File: src/rtl/cv32e40p_tmr_vote_monitor_if.sv
// Resync handshake between the TMR vote monitor and the owner of the replicas.
//
// Handshake: the monitor raises resync_req_o with resync_id_o naming the replica
// to resynchronise. Both hold steady until resync_ack_i is sampled high on a
// rising clock edge, which completes the transfer. resync_req_o drops on that
// same edge. resync_ack_i is ignored whenever no request is outstanding.
// dbg_state mirrors the monitor FSM (0 IDLE, 1 REQ, 2 SETTLE) for observation only.
interface cv32e40p_tmr_vote_monitor_if;
    logic       resync_req_o;
    logic [1:0] resync_id_o;
    logic       resync_ack_i;
    logic [1:0] dbg_state;

    modport master (
        output resync_req_o,
        output resync_id_o,
        output dbg_state,
        input  resync_ack_i
    );

    modport slave (
        input  resync_req_o,
        input  resync_id_o,
        input  dbg_state,
        output resync_ack_i
    );
endinterface

File: src/rtl/cv32e40p_tmr_vote_monitor.sv
// Triple-modular-redundancy voter with per-replica fault tracking.
// The vote is purely combinational. Counters, sticky flags and the resync FSM
// advance on the clock edge. Counting only happens while en_i is high.
module cv32e40p_tmr_vote_monitor #(
    parameter int WIDTH          = 32,
    parameter int NUM_CHANNELS   = 4,
    parameter int CNT_WIDTH      = 8,
    parameter int PERSIST_THRESH = 4,
    parameter int SETTLE_CYCLES  = 2
) (
    input  logic                          clk,
    input  logic                          rst,
    input  logic                          en_i,
    input  logic [NUM_CHANNELS*WIDTH-1:0] rep0_i,
    input  logic [NUM_CHANNELS*WIDTH-1:0] rep1_i,
    input  logic [NUM_CHANNELS*WIDTH-1:0] rep2_i,
    output logic [NUM_CHANNELS*WIDTH-1:0] voted_o,
    output logic [2:0]                    mismatch_o,
    output logic [NUM_CHANNELS-1:0]       ch_err_o,
    output logic [3*CNT_WIDTH-1:0]        err_cnt_o,
    output logic [2:0]                    fault_o,
    output logic                          multi_err_o,
    input  logic                          clear_i,
    cv32e40p_tmr_vote_monitor_if.master   rs
);

    localparam int VW       = NUM_CHANNELS * WIDTH;
    localparam int CONSEC_W = $clog2(PERSIST_THRESH + 1);
    localparam int SETTLE_W = $clog2(SETTLE_CYCLES + 1);
    localparam logic [CNT_WIDTH-1:0] CNT_MAX = '1;
    localparam logic [CONSEC_W-1:0]  THRESH  = CONSEC_W'(PERSIST_THRESH);

    typedef enum logic [1:0] {
        IDLE   = 2'd0,
        REQ    = 2'd1,
        SETTLE = 2'd2
    } state_t;

    state_t                state_q, state_d;
    logic [SETTLE_W-1:0]   settle_q, settle_d;
    logic [1:0]            id_q, id_d;
    logic [CNT_WIDTH-1:0]  cnt_q [3];
    logic [CNT_WIDTH-1:0]  cnt_d [3];
    logic [CONSEC_W-1:0]   consec_q [3];
    logic [CONSEC_W-1:0]   consec_d [3];
    logic [VW-1:0]         diff [3];
    logic [NUM_CHANNELS-1:0] ch_diff;
    logic [NUM_CHANNELS-1:0] ch_err_q;
    logic [2:0]            excl;
    logic [2:0]            hit;
    logic [2:0]            fault_q;
    logic                  multi_hit;
    logic                  multi_q;

    // Bitwise majority and per-replica disagreement, independent of all state.
    assign voted_o    = (rep0_i & rep1_i) | (rep0_i & rep2_i) | (rep1_i & rep2_i);
    assign diff[0]    = rep0_i ^ voted_o;
    assign diff[1]    = rep1_i ^ voted_o;
    assign diff[2]    = rep2_i ^ voted_o;
    assign mismatch_o = {|diff[2], |diff[1], |diff[0]};
    // Two or more disagreeing replicas means fewer than two match the vote.
    assign multi_hit  = (mismatch_o[0] & mismatch_o[1]) | (mismatch_o[0] & mismatch_o[2]) |
                        (mismatch_o[1] & mismatch_o[2]);

    // Per-channel disagreement from any replica.
    always_comb begin
        ch_diff = '0;
        for (int c = 0; c < NUM_CHANNELS; c++) begin
            ch_diff[c] = |(diff[0][c*WIDTH +: WIDTH] | diff[1][c*WIDTH +: WIDTH] |
                           diff[2][c*WIDTH +: WIDTH]);
        end
    end

    // Next counter values; the replica under resync is frozen until SETTLE ends.
    always_comb begin
        excl = '0;
        hit  = '0;
        for (int r = 0; r < 3; r++) begin
            excl[r]     = (state_q != IDLE) && (id_q == 2'(r));
            cnt_d[r]    = cnt_q[r];
            consec_d[r] = consec_q[r];
            if (en_i && !excl[r]) begin
                if (mismatch_o[r]) begin
                    if (cnt_q[r] != CNT_MAX) cnt_d[r] = cnt_q[r] + 1'b1;
                    if (consec_q[r] < THRESH) consec_d[r] = consec_q[r] + 1'b1;
                end else begin
                    consec_d[r] = '0;
                end
            end
            if (state_q == REQ && rs.resync_ack_i && id_q == 2'(r)) consec_d[r] = '0;
            hit[r] = (consec_d[r] >= THRESH);
        end
    end

    // Resync FSM next state: request the lowest persistently failing replica.
    always_comb begin
        state_d  = state_q;
        settle_d = settle_q;
        id_d     = id_q;
        case (state_q)
            IDLE: begin
                if (en_i && !clear_i && (|hit)) begin
                    state_d = REQ;
                    id_d    = hit[0] ? 2'd0 : (hit[1] ? 2'd1 : 2'd2);
                end
            end
            REQ: begin
                if (rs.resync_ack_i) begin
                    state_d  = SETTLE;
                    settle_d = SETTLE_W'(SETTLE_CYCLES);
                end
            end
            SETTLE: begin
                if (settle_q <= SETTLE_W'(1)) begin
                    state_d  = IDLE;
                    settle_d = '0;
                end else begin
                    settle_d = settle_q - 1'b1;
                end
            end
            default: state_d = IDLE;
        endcase
    end

    // FSM state register; clear_i deliberately leaves an outstanding resync alone.
    always_ff @(posedge clk) begin
        if (rst) begin
            state_q  <= IDLE;
            settle_q <= '0;
            id_q     <= '0;
        end else begin
            state_q  <= state_d;
            settle_q <= settle_d;
            id_q     <= id_d;
        end
    end

    // Counters and sticky flags; clear_i overrides any update in the same cycle.
    always_ff @(posedge clk) begin
        if (rst || clear_i) begin
            for (int r = 0; r < 3; r++) begin
                cnt_q[r]    <= '0;
                consec_q[r] <= '0;
            end
            ch_err_q <= '0;
            fault_q  <= '0;
            multi_q  <= 1'b0;
        end else begin
            for (int r = 0; r < 3; r++) begin
                cnt_q[r]    <= cnt_d[r];
                consec_q[r] <= consec_d[r];
            end
            if (en_i) begin
                ch_err_q <= ch_err_q | ch_diff;
                multi_q  <= multi_q | multi_hit;
            end
            if (state_q == IDLE && state_d == REQ) fault_q <= fault_q | hit;
        end
    end

    for (genvar r = 0; r < 3; r++) begin : g_cnt_out
        assign err_cnt_o[r*CNT_WIDTH +: CNT_WIDTH] = cnt_q[r];
    end

    assign ch_err_o        = ch_err_q;
    assign fault_o         = fault_q;
    assign multi_err_o     = multi_q;
    assign rs.resync_req_o = (state_q == REQ);
    assign rs.resync_id_o  = id_q;
    assign rs.dbg_state    = state_q;

endmodule
File: src/flat_wrapper.sv
// flat-port wrapper written by rule: the top's interface ports become plain ports
module cv32e40p_tmr_vote_monitor_flat 
#(
    parameter int WIDTH          = 32,
    parameter int NUM_CHANNELS   = 4,
    parameter int CNT_WIDTH      = 8,
    parameter int PERSIST_THRESH = 4,
    parameter int SETTLE_CYCLES  = 2
)
  (clk, rst, en_i, rep0_i, rep1_i, rep2_i, voted_o, mismatch_o, ch_err_o, err_cnt_o, fault_o, multi_err_o, clear_i, rs_resync_req_o, rs_resync_id_o, rs_dbg_state, rs_resync_ack_i);
  cv32e40p_tmr_vote_monitor_if rs_i ();
  input  logic clk;
  input  logic rst;
  input  logic en_i;
  input  logic [NUM_CHANNELS*WIDTH-1:0] rep0_i;
  input  logic [NUM_CHANNELS*WIDTH-1:0] rep1_i;
  input  logic [NUM_CHANNELS*WIDTH-1:0] rep2_i;
  output logic [NUM_CHANNELS*WIDTH-1:0] voted_o;
  output logic [2:0] mismatch_o;
  output logic [NUM_CHANNELS-1:0] ch_err_o;
  output logic [3*CNT_WIDTH-1:0] err_cnt_o;
  output logic [2:0] fault_o;
  output logic multi_err_o;
  input  logic clear_i;
  output wire logic [$bits(rs_i.resync_req_o)-1:0] rs_resync_req_o;
  output wire logic [$bits(rs_i.resync_id_o)-1:0] rs_resync_id_o;
  output wire logic [$bits(rs_i.dbg_state)-1:0] rs_dbg_state;
  input wire logic [$bits(rs_i.resync_ack_i)-1:0] rs_resync_ack_i;
  assign rs_resync_req_o = rs_i.resync_req_o;
  assign rs_resync_id_o = rs_i.resync_id_o;
  assign rs_dbg_state = rs_i.dbg_state;
  assign rs_i.resync_ack_i = rs_resync_ack_i;
  cv32e40p_tmr_vote_monitor #(.WIDTH(WIDTH), .NUM_CHANNELS(NUM_CHANNELS), .CNT_WIDTH(CNT_WIDTH), .PERSIST_THRESH(PERSIST_THRESH), .SETTLE_CYCLES(SETTLE_CYCLES)) u_core (.clk(clk), .rst(rst), .en_i(en_i), .rep0_i(rep0_i), .rep1_i(rep1_i), .rep2_i(rep2_i), .voted_o(voted_o), .mismatch_o(mismatch_o), .ch_err_o(ch_err_o), .err_cnt_o(err_cnt_o), .fault_o(fault_o), .multi_err_o(multi_err_o), .clear_i(clear_i), .rs(rs_i));
endmodule
File: config.mk
export PLATFORM = sky130hd
export DESIGN_NAME = cv32e40p_tmr_vote_monitor_flat
export DESIGN_NICKNAME = d
export VERILOG_FILES = /design/src/rtl/cv32e40p_tmr_vote_monitor_if.sv /design/src/rtl/cv32e40p_tmr_vote_monitor.sv /design/src/flat_wrapper.sv
export SDC_FILE = /design/constraint.sdc
export NUM_CORES = 1
export LEC_CHECK = 0
export CAP_MARGIN = 20
export CORE_AREA = 2 2 219 221
export DETAILED_ROUTE_END_ITERATION = 6
export DIE_AREA = 0 0 221 223
export PLACE_DENSITY = 0.62
export SLEW_MARGIN = 10
export SYNTH_ARGS = -nofsm -noshare
export SYNTH_HDL_FRONTEND = slang
export SYNTH_SLANG_ARGS = --single-unit
File: constraint.sdc
create_clock -name clk -period 3.8 [get_ports clk]
set_input_delay 0.95 -clock clk [delete_from_list [all_inputs] [get_ports clk]]
set_output_delay 0.95 -clock clk [all_outputs]
set_load 0.05 [all_outputs]
## After elaboration in Yosys (flattened, before gate mapping)

Memory sizes are Yosys's and may differ from the RTL's.
Cells that the tools add are included.

| storage, ports and cells | value |
|---|---|
| bits in registers | 14 |
| memories | 2 |
| RAM bits | 33 |
| input port bits | 389 |
| output and inout bits | 168 |

| operators by class | value |
|---|---|
| reduce and logical (&&, ||, !) cells | 32 |
| $add $sub $neg | 7 |
| bitwise operators | 30 |
| order comparisons | 7 |
| muxes and demuxes | 39 |
| eq/ne operators | 9 |

Memories:

| name | depth | bits a word | rd ports | clocked after memory_dff | write ports | line | RTL |
|---|---|---|---|---|---|---|---|
| u_core.cnt_q | 3 | 8 | 3 | 0 | 3 | cv32e40p_tmr_vote_monitor.sv:42 | `logic [CNT_WIDTH-1:0] cnt_q [3];` |
| u_core.consec_q | 3 | 3 | 3 | 0 | 3 | cv32e40p_tmr_vote_monitor.sv:44 | `logic [CONSEC_W-1:0] consec_q [3];` |

Operators with widths:

| cell | count |
|---|---|
| bitwise AND 128 bit | 3 |
| OR reduction 128 bit | 3 |
| bitwise XOR 128 bit | 3 |
| OR 128 bit | 2 |
| OR 32 bit | 8 |
| OR reduction 32 bit | 4 |
| two-way mux 8 bit | 12 |
| two-way mux 3 bit | 15 |
| adder 8 x 1 -> 8 bit (second input constant) | 3 |
| inequality test 8 bit (second input constant) | 3 |
| two-way mux 2 bit | 7 |
| logical AND 1 bit | 13 |
| adder 3 x 1 -> 3 bit (second input constant) | 3 |
| greater-or-equal comparator 3 bit (second input constant) | 3 |
| < comparator 3 bit (second input constant) | 3 |
| OR 1 bit | 9 |
| equality test 2 x 1 -> 1 bit (second input constant) | 3 |
| one-hot mux 2 bit (3 select lines) | 1 |
| equality test 2 bit (second input constant) | 2 |
| zero test 1 bit | 4 |
| zero test 2 bit | 2 |
| OR 4 bit | 1 |
| one-hot mux 2 bit (2 select lines) | 1 |
| AND reduction 2 bit | 2 |
| other kinds (9) | 14 |

## Logic depth before layout (Yosys ltp)

Gate-level depths: netlist of the first run.

| depth | value |
|---|---|
| word-level depth | 15 |
| gate-level depth with buffers | 9 |

## Worst setup path after synthesis of the first run

No wires, ideal clock.

| timing path | value |
|---|---|
| path kind | in2out |
| start | in rep2_i[54] |
| end | out mismatch_o[1] |
| stages on the path | 6 |
| path buffers | 0 |
| data arrival time | 2.606 ns |
| slack | 0.244 ns |
| cells stage by stage | a21oi_1 > o22ai_1 > nor4_1 > nand2_1 > nor4_2 > nand2_1 |

| on the way | value |
|---|---|
| word-level cells in the longest chain between the ends | 5 |
| elaborated cells between the ends (all ways) | 6 |

Ends and longest elaborated chain:

| element | line | RTL |
|---|---|---|
| from (decl) | flat_wrapper.sv:17 | `input logic [NUM_CHANNELS*WIDTH-1:0] rep2_i;` |
| bitwise AND 128 bit | cv32e40p_tmr_vote_monitor.sv:56 | `assign voted_o = (rep0_i & rep1_i) \| (rep0_i & rep2_i) \| (rep1_i & rep2_i);` |
| OR 128 bit | cv32e40p_tmr_vote_monitor.sv:56 |  |
| OR 128 bit * | cv32e40p_tmr_vote_monitor.sv:56 |  |
| bitwise XOR 128 bit * | cv32e40p_tmr_vote_monitor.sv:58 | `assign diff[1] = rep1_i ^ voted_o;` |
| OR reduction 128 bit * | cv32e40p_tmr_vote_monitor.sv:60 | `assign mismatch_o = {\|diff[2], \|diff[1], \|diff[0]};` |
| to (decl) | flat_wrapper.sv:19 | `output logic [2:0] mismatch_o;` |

Every way passes the cells marked *; elsewhere a longest branch is shown, timed or not.

## Worst setup path after layout of the first run

| timing path | value |
|---|---|
| start | in rep1_i[120] |
| end | out mismatch_o[0] |

| on the way | value |
|---|---|
| word-level cells in the longest chain between the ends | 5 |
| elaborated cells between the ends (all ways) | 6 |

Ends and longest elaborated chain:

| element | line | RTL |
|---|---|---|
| from (decl) | flat_wrapper.sv:16 | `input logic [NUM_CHANNELS*WIDTH-1:0] rep1_i;` |
| bitwise AND 128 bit | cv32e40p_tmr_vote_monitor.sv:56 |  |
| OR 128 bit | cv32e40p_tmr_vote_monitor.sv:56 |  |
| OR 128 bit * | cv32e40p_tmr_vote_monitor.sv:56 |  |
| bitwise XOR 128 bit * | cv32e40p_tmr_vote_monitor.sv:57 | `assign diff[0] = rep0_i ^ voted_o;` |
| OR reduction 128 bit * | cv32e40p_tmr_vote_monitor.sv:60 |  |

Marked as above.

==> results of run 1 <==
==> per-layer routing <==
layer  track usage (%)  vias to the layer above
li1                  -                     8095
met1              25.3                     7590
met2              41.0                      554
met3              6.23                      129
met4              11.1                        8
met5                 0                        -
==> where the power goes <==
part           total [uW]  switching, uW  internal [uW]
Clock                 582            200            382
Combinational        2460           1340           1110
Sequential            506           6.68            499
==> registers in the layout (all words and copies together), names as in the netlist <==
name                   flops
u_core.cnt_q              24
u_core.consec_q            9
u_core.ch_err_o            4
u_core.fault_o             3
u_core.rs.dbg_state        2
u_core.rs.resync_id_o      2
u_core.settle_q            2
u_core.multi_err_o         1
==> per-stage QoR <==
stage	util (%)	hold slack, ps	power, uW	std cells
2_1_floorplan	-	452	1540	1540
3_3_place_gp	42.6	442	2970	3173
3_5_place_dp	42.6	442	3000	3173
4_1_cts	43.2	452	3530	3178
5_1_grt	43.6	482	3730	3190
6_report	43.6	449	3540	3193
==> what timing repair did <==
item	CTS	global route
pin swaps	79	24
setup endpoints to repair	10	3
gates resized for setup	543	55
hold buffers	0	0
buffers inserted	1	1
cloned	0	0
==> worst reg2reg max path, stage by stage (launching register included) <==
cell,delay (ps)
dfxtp_1,430
nor2_1,140
o31ai_1,700
inv_1,90
a21oi_1,220
nor2_1,70
o21ai_2,100
a21boi_2,220
o221a_1,180
==> cell families (layout without fill, tap and decap cells) <==
group / count (synthesis) / after routing / share of synthesized area (%)
AOI/OAI and AO/OA: 425 / 425 / 26.9
xor gates and xnor gates: 21 / 21 / 1.75
adders and majority gates: 6 / 6 / 0.714
buffers and inverters: 44 / 1068 / 1.82
DFF: 47 / 47 / 8.95
muxes: 4 / 4 / 0.381
other: 0 / 14 / 0
and+or+nand+nor: 993 / 993 / 59.5
==> layout make-up <==
type	instances	area (sq um)	area share (%)
inverters	37	139	0.675
repair buffers	1023	8470	41.2
clock buffers	5	125	0.608
multi-input cells	1449	10000	48.7
diodes	14	35.0	0.170
well taps	615	769	3.74
clock inverters	3	71.3	0.347
flip-flops and latches	47	941	4.58
==> worst max path at each step <==
stage | start | end | cells past startpoint
3_3_place_gp | rep1_i[125] | mismatch_o[2] | 8
6_report | rep1_i[120] | mismatch_o[0] | 9
5_1_grt | rep0_i[55] | mismatch_o[0] | 10
2_1_floorplan | rep2_i[54] | mismatch_o[1] | 6
3_5_place_dp | rep1_i[125] | mismatch_o[2] | 8
4_1_cts | rep0_i[61] | mismatch_o[0] | 9
==> synth_stat cells, types with 3 or more instances <==
| cell | n |
|---|---|
| and3b_2 | 4 |
| clkbuf_1 | 3 |
| ha_1 | 6 |
| o21ai_0 | 14 |
| o2111ai_1 | 56 |
| xor2_1 | 10 |
| a31oi_1 | 5 |
| nor3b_1 | 32 |
| and3_1 | 4 |
| nand3_1 | 16 |
| xnor2_1 | 11 |
| nand2_1 | 29 |
| nand2b_1 | 38 |
| o41ai_1 | 3 |
| dfxtp_1 | 47 |
| a21oi_1 | 140 |
| inv_1 | 37 |
| o22ai_1 | 61 |
| nand3b_1 | 199 |
| and2_1 | 4 |
| nor2_1 | 304 |
| mux2i_1 | 4 |
| o21a_1 | 127 |
| a211oi_1 | 5 |
| nor4_1 | 53 |
| or3b_2 | 194 |
| and3b_1 | 28 |
| nand4_1 | 73 |
==> reports/qor_table.md, run 1 <==
| Metric | Reported |
|---|---|
| Max FO, Critical Path | 5 |
| Top flip-flop cell by instance count after synthesis | dfxtp_1 |
| Clock Tree Buf Depth | 2 |
| Synthesis-to-layout area growth | 95.6% |
| Drc violations | 0 |
| Distinct cell type count of the synthesized netlist | 53 |
| Initial antenna violation count | 18 |
| Number of global-route vias before repair | 15.5k |
| Clock Sink Count | 47 |
| Cells after synthesis | 1,540 |
| Number of flops mapped to enable cells by yosys | 0 |
| Commonest non-fill, non-tap cells in the layout | buf_4 (575), dlygate4sd2_1 (307), nor2_1 (304) |
| Final Max Slew Viols | 0 |
| Number of buffers added on ports | 556 |
| CTS clock-pin slew for the worst setup and hold paths | 60 ps |
| Critical Path AT | 3150 ps |
| Die area | 49,300 sq um |
| Top cell type's share of synthesized area | 16.2% |
| Synth area leader | or3b_2 |
| Largest delay contributor family on the critical path | simple AND/OR/NAND/NOR gates |
| Number of buffers created by CTS | 5 |
| Count of standard-cell rows | 80 |
| Crit path cell chain | dlygate4sd2_1, buf_4, nor3b_1, nor4_2, buf_4, nand4_1, nor4_2, or4b_4, buf_8 |
| Cell type of the slowest stage on the worst timing path | or4b_4 |
| Net total in the final layout | 2,958 |
| Effective utilization at floorplan | 22.3% |
| Largest stage delay on the critical path | 530 ps |
| # setup viols final | 3 |
| Number of I/O pins | 557 |
| Vias/cell | 5.13 |
| Core Area | 47,100 sq um |
| Total routing usage reported by global routing | 23.0% |
| Pin count of the biggest net entering global routing | 32 |
| Crit path buffers/inverters | 4 |
| DIE WIDTH | 221 um |
| Number of nets still failing antenna checks after routing | 0 |
| Static Leak | 0.00888 uW |
| Post-detailed-route wirelength per cell | 19.0 um |
| Setup crit end kind | output port |
| CTS tree | done |
| Clock network latency to the later pin of the worst-skew pair | 290 ps |
| Fill cells | 4,921 |
| Area after detailed placement | 20,100 sq um |
| Areal power density over the cells | 172 nW/um^2 |
| Met2 WL | 29,300 um |
| Clock skew | 6.67 ps |
| Worst slew margin relative to its limit | 43.7% |
| Global placement routability congestion | 0.954 |
| Flop and latch count out of synthesis | 47 |
| Share of cells above drive strength 1 | 36.9% |
| Syn. warnings | 0 |
| Wire length of the first global-routing pass | 88,700 um |
| Highest clock rate | 0.244 GHz |
| CTS H-tree lvls | 2 |
| Beginning of the worst register-to-register path | u_core.rs.dbg_state[0] |
| Slack of the worst reg-to-reg path | 1590 ps |
| Final critical path time including I/O delays and setup | 4100 ps |
| Met3 routed WL | 4470 um |
| Total number of vias | 16.4k |
| Net count after synthesis | 1,935 |
| RSZ-0062 raised after global routing | yes |
| Pre-CTS worst setup slack | -766 ps |
| Slew @ Worst Pin | 837 ps |
| Total overflow reported by the global router | 0 |
| Top routing layer in use | met5 |
| Final count of hold timing violations | 0 |
| Cell count of the worst hold path | 2 |
| Critical path startpoint category | input port |
| Status | finished, violations left |
| Most common cell after layout, fill and taps aside | buf_4 |
| Count of cells along the worst register-to-register path | 8 |
| WL met1 | 23,800 um |
| Hold worst-path end | u_core.ch_err_o[0] |
| Post-detail-place hpwl | 52,700 um |
| Cell types with the largest area share after synthesis | or3b_2 (16%), nand3b_1 (14%), nor2_1 (11%) |
| Type of the worst setup path | in -> out |
| Crit path required time | 2850 ps |
| Final setup slack of the worst path | -300 ps |
| Detailed-routing iteration count for the pre-antenna-repair pass | 5 |
| Beginning of the worst hold path | u_core.ch_err_o[0] |
| Failing checks | negative setup slack |
| Post-route fraction of the period consumed by the critical path | 108% |
| Number of max-capacitance violations reported | 0 |
| Chip height | 223 um |
| Final wirelength | 60,700 um |
| Endpoint of the worst-slack reg-to-reg timing path | u_core.rs.resync_id_o[1] |
| Worst ir drop on vdd | 0.243 mV |
| Starting DRC count in detailed routing | 629 |
| Fraction of registers with async set or reset after synthesis | 0% |
| Root buffer cell | clkbuf_16 |
| Average footprint of a synthesized cell | 6.83 sq um |
| Design Area, Final | 20,600 sq um |
| Share of synthesized area occupied by flip-flops and latches | 8.95% |
| Class of the worst hold path | reg -> reg |
| Cell area after technology mapping | 10,500 sq um |
| Fin Setup TNS | -598 ps |
No activity file was read; power rests on OpenSTA's default activity.
==> run 2: changes to the inputs <==
--- a/config.mk
+++ b/config.mk
@@ -9,7 +9,9 @@
 export CORE_AREA = 2 2 219 221
 export DETAILED_ROUTE_END_ITERATION = 6
 export DIE_AREA = 0 0 221 223
+export MAX_ROUTING_LAYER = met4
 export PLACE_DENSITY = 0.62
+export REMOVE_ABC_BUFFERS = 1
 export SLEW_MARGIN = 10
 export SYNTH_ARGS = -nofsm -noshare
 export SYNTH_HDL_FRONTEND = slang
==> run 2 against run 1 <==
Net effect: core utilization up 0.33 points; worst hold slack better by 3.5 ps; via count down 0.97%; non-clock buffer count down 7; the run still ends with negative setup slack left; sequential power about the same; wire length about the same; combinational power up 2%; sequential cell count unchanged; total power down 2.1%; global-route usage up 0.82 points; critical path depth down 1.
==> reports/qor_table.md, run 2 (synthesis results as in run 1) <==
| Metric | Reported | Change |
|---|---|---|
| Status | finished, violations left |  |
| Failing checks | negative setup slack |  |
| RSZ-0062 raised after global routing | yes |  |
| Post-detailed-route wirelength per cell | 19.1 um | +0.36% |
| Worst hold slack | 453 ps | +3.52 ps |
| Type of the worst setup path | in -> out |  |
| Number of buffers added on ports | 556 | unchanged |
| Drc violations | 0 | unchanged |
| Number of global-route vias before repair | 15.7k | +0.88% |
| Final count of hold timing violations | 0 | unchanged |
| Clock Sink Count | 47 | unchanged |
| CTS clock-pin slew for the worst setup and hold paths | 70 ps | about the same |
| Worst slew margin relative to its limit | 47.8% | +4.1 points |
| Total of hold buffers inserted after clock tree synthesis | 0 | unchanged |
| Hold worst-path end | u_core.ch_err_o[0] |  |
| Global placement routability congestion | 0.968 | +1.4% |
| Vias/cell | 5.09 | -0.69% |
| Clock Tree Buf Depth | 2 | unchanged |
| Starting DRC count in detailed routing | 635 | +0.95% |
| Die area | 49,300 sq um | unchanged |
| Worst ir drop on vdd | 0.172 mV | -29% |
| Total routing usage reported by global routing | 23.9% | +0.82 points |
| Detailed-routing iteration count for the pre-antenna-repair pass | 5 | unchanged |
| Clock network latency to the later pin of the worst-skew pair | 300 ps | about the same |
| Synthesis-to-layout area growth | 97.0% |  |
| Areal power density over the cells | 167 nW/um^2 | -2.8% |
| DIE WIDTH | 221 um | unchanged |
| Final wirelength | 60,700 um | about the same |
| Commonest non-fill, non-tap cells in the layout | buf_4 (557), nor2_1 (304), nand3b_1 (199) |  |
| Initial antenna violation count | 9 | -9 |
| Pin count of the biggest net entering global routing | 32 | unchanged |
| Post-route fraction of the period consumed by the critical path | 104% | -4.1 points |
| Endpoint of the worst-slack reg-to-reg timing path | u_core.cnt_q[0][15] |  |
| Setup crit end kind | output port |  |
| CTS tree | done |  |
| Cell count of the worst hold path | 2 | unchanged |
| Class of the worst hold path | reg -> reg |  |
| Count of standard-cell rows | 80 | unchanged |
| Chip height | 223 um | unchanged |
| Core Area | 47,100 sq um | unchanged |
| Slew @ Worst Pin | 776 ps | -60.9 ps |
| Total overflow reported by the global router | 0 | unchanged |
| Slack of the worst reg-to-reg path | 1450 ps | -140 ps |
| CTS H-tree lvls | 2 | unchanged |
| Share of cells above drive strength 1 | 44.3% | +7.4 points |
| Net total in the final layout | 2,951 | -0.24% |
| Critical path startpoint category | input port |  |
| Post-detail-place hpwl | 52,100 um | -1.1% |
| Highest clock rate | 0.254 GHz | +4.0% |
| Beginning of the worst register-to-register path | u_core.rs.dbg_state[0] |  |
| Total number of vias | 16.2k | -0.97% |
| Final Max Slew Viols | 0 | unchanged |
| Crit path required time | 2850 ps | about the same |
| Final critical path time including I/O delays and setup | 3940 ps | -156 ps |
| Number of I/O pins | 557 | unchanged |
| Most common cell after layout, fill and taps aside | buf_4 |  |
| Max FFs per register | 24 | unchanged |
| Final setup slack of the worst path | -144 ps | +156 ps |
| Overall Power | 3470 uW | -2.1% |
| Root buffer cell | clkbuf_16 |  |
| Wire length of the first global-routing pass | 89,200 um | +0.59% |
| Static Leak | 0.00875 uW | -1.5% |
| Max FO, Critical Path | 4 | -1 |
| Number of max-capacitance violations reported | 0 | unchanged |
| Clock skew | 5.07 ps | -1.60 ps |
| Count of cells along the worst register-to-register path | 6 | -2 |
| # setup viols final | 3 | unchanged |
| Fin Setup TNS | -271 ps | +327 ps |
| Critical Path AT | 2990 ps | -160 ps |
| Number of buffers created by CTS | 5 | unchanged |
| Largest Register | u_core.cnt_q |  |
| Beginning of the worst hold path | u_core.ch_err_o[0] |  |
| Effective utilization at floorplan | 22.3% | unchanged |
| Number of nets still failing antenna checks after routing | 0 | unchanged |
-- run 2: worst max-delay path by stage --
stage	startpoint	endpoint	slack, ps
after floorplan	rep2_i[54]	mismatch_o[1]	240
after global placement	rep0_i[119]	mismatch_o[0]	-770
after detailed placement	rep0_i[119]	mismatch_o[0]	-760
after CTS	rep2_i[123]	mismatch_o[0]	-110
after global routing	rep0_i[34]	mismatch_o[0]	-200
final	rep0_i[40]	mismatch_o[0]	-140
-- run 2: critical path: stages --
cell and delay, ps:
clkdlybuf4s15_1 230, or3b_4 270, o2111ai_4 150, nor4_2 270, nand4_1 180, buf_6 180
or4b_4 580, buf_8 180
-- run 2: routing by layer --
| layer | global-route usage, % | vias up | part of all wire (%) |
|---|---|---|---|
| li1 | - | 8066 | - |
| met1 | 26.8 | 7590 | 41 |
| met2 | 42.3 | 472 | 50 |
| met3 | 5.31 | 89 | 6.3 |
| met4 | 6.82 | 0 | 3.3 |
| met5 | - | - | 0 |
-- run 2: per-stage QoR --
stage	setup slack (ps)	utilization, %	cell area (sq um)	cells
3_3_place_gp	-770	42.2	19900	3153
6_report	-144	44.0	20700	3184
3_5_place_dp	-763	42.2	19900	3153
5_1_grt	-204	43.9	20700	3182
4_1_cts	-108	43.7	20600	3169
2_1_floorplan	244	-	10500	1533
-- run 2: repair_timing --
item / 4_1_cts / 5_1_grt
buffers inserted: 9 / 3
endpoints found under the hold margin: 0 / 0
endpoints found under the setup margin: 12 / 3
pin swaps: 113 / 49
resized for setup: 979 / 167
-- run 2: final cells by class --
| class | instances | area, sq um |
|---|---|---|
| inverter | 37 | 139 |
| tap | 615 | 769 |
| clock buffer | 5 | 125 |
| clock inverter | 3 | 22.5 |
| sequential | 47 | 941 |
| fill | 4932 | 26400 |
| timing repair buffer | 1016 | 8280 |
| antenna | 12 | 30.0 |
| multi-input combinational | 1449 | 10400 |
-- run 2: report_power, final --
group / internal (uW) / switching, uW / total [uW]
clock: 247 / 216 / 463
combinational: 1140 / 1360 / 2500
sequential: 499 / 5.75 / 505
total: 1880 / 1590 / 3470
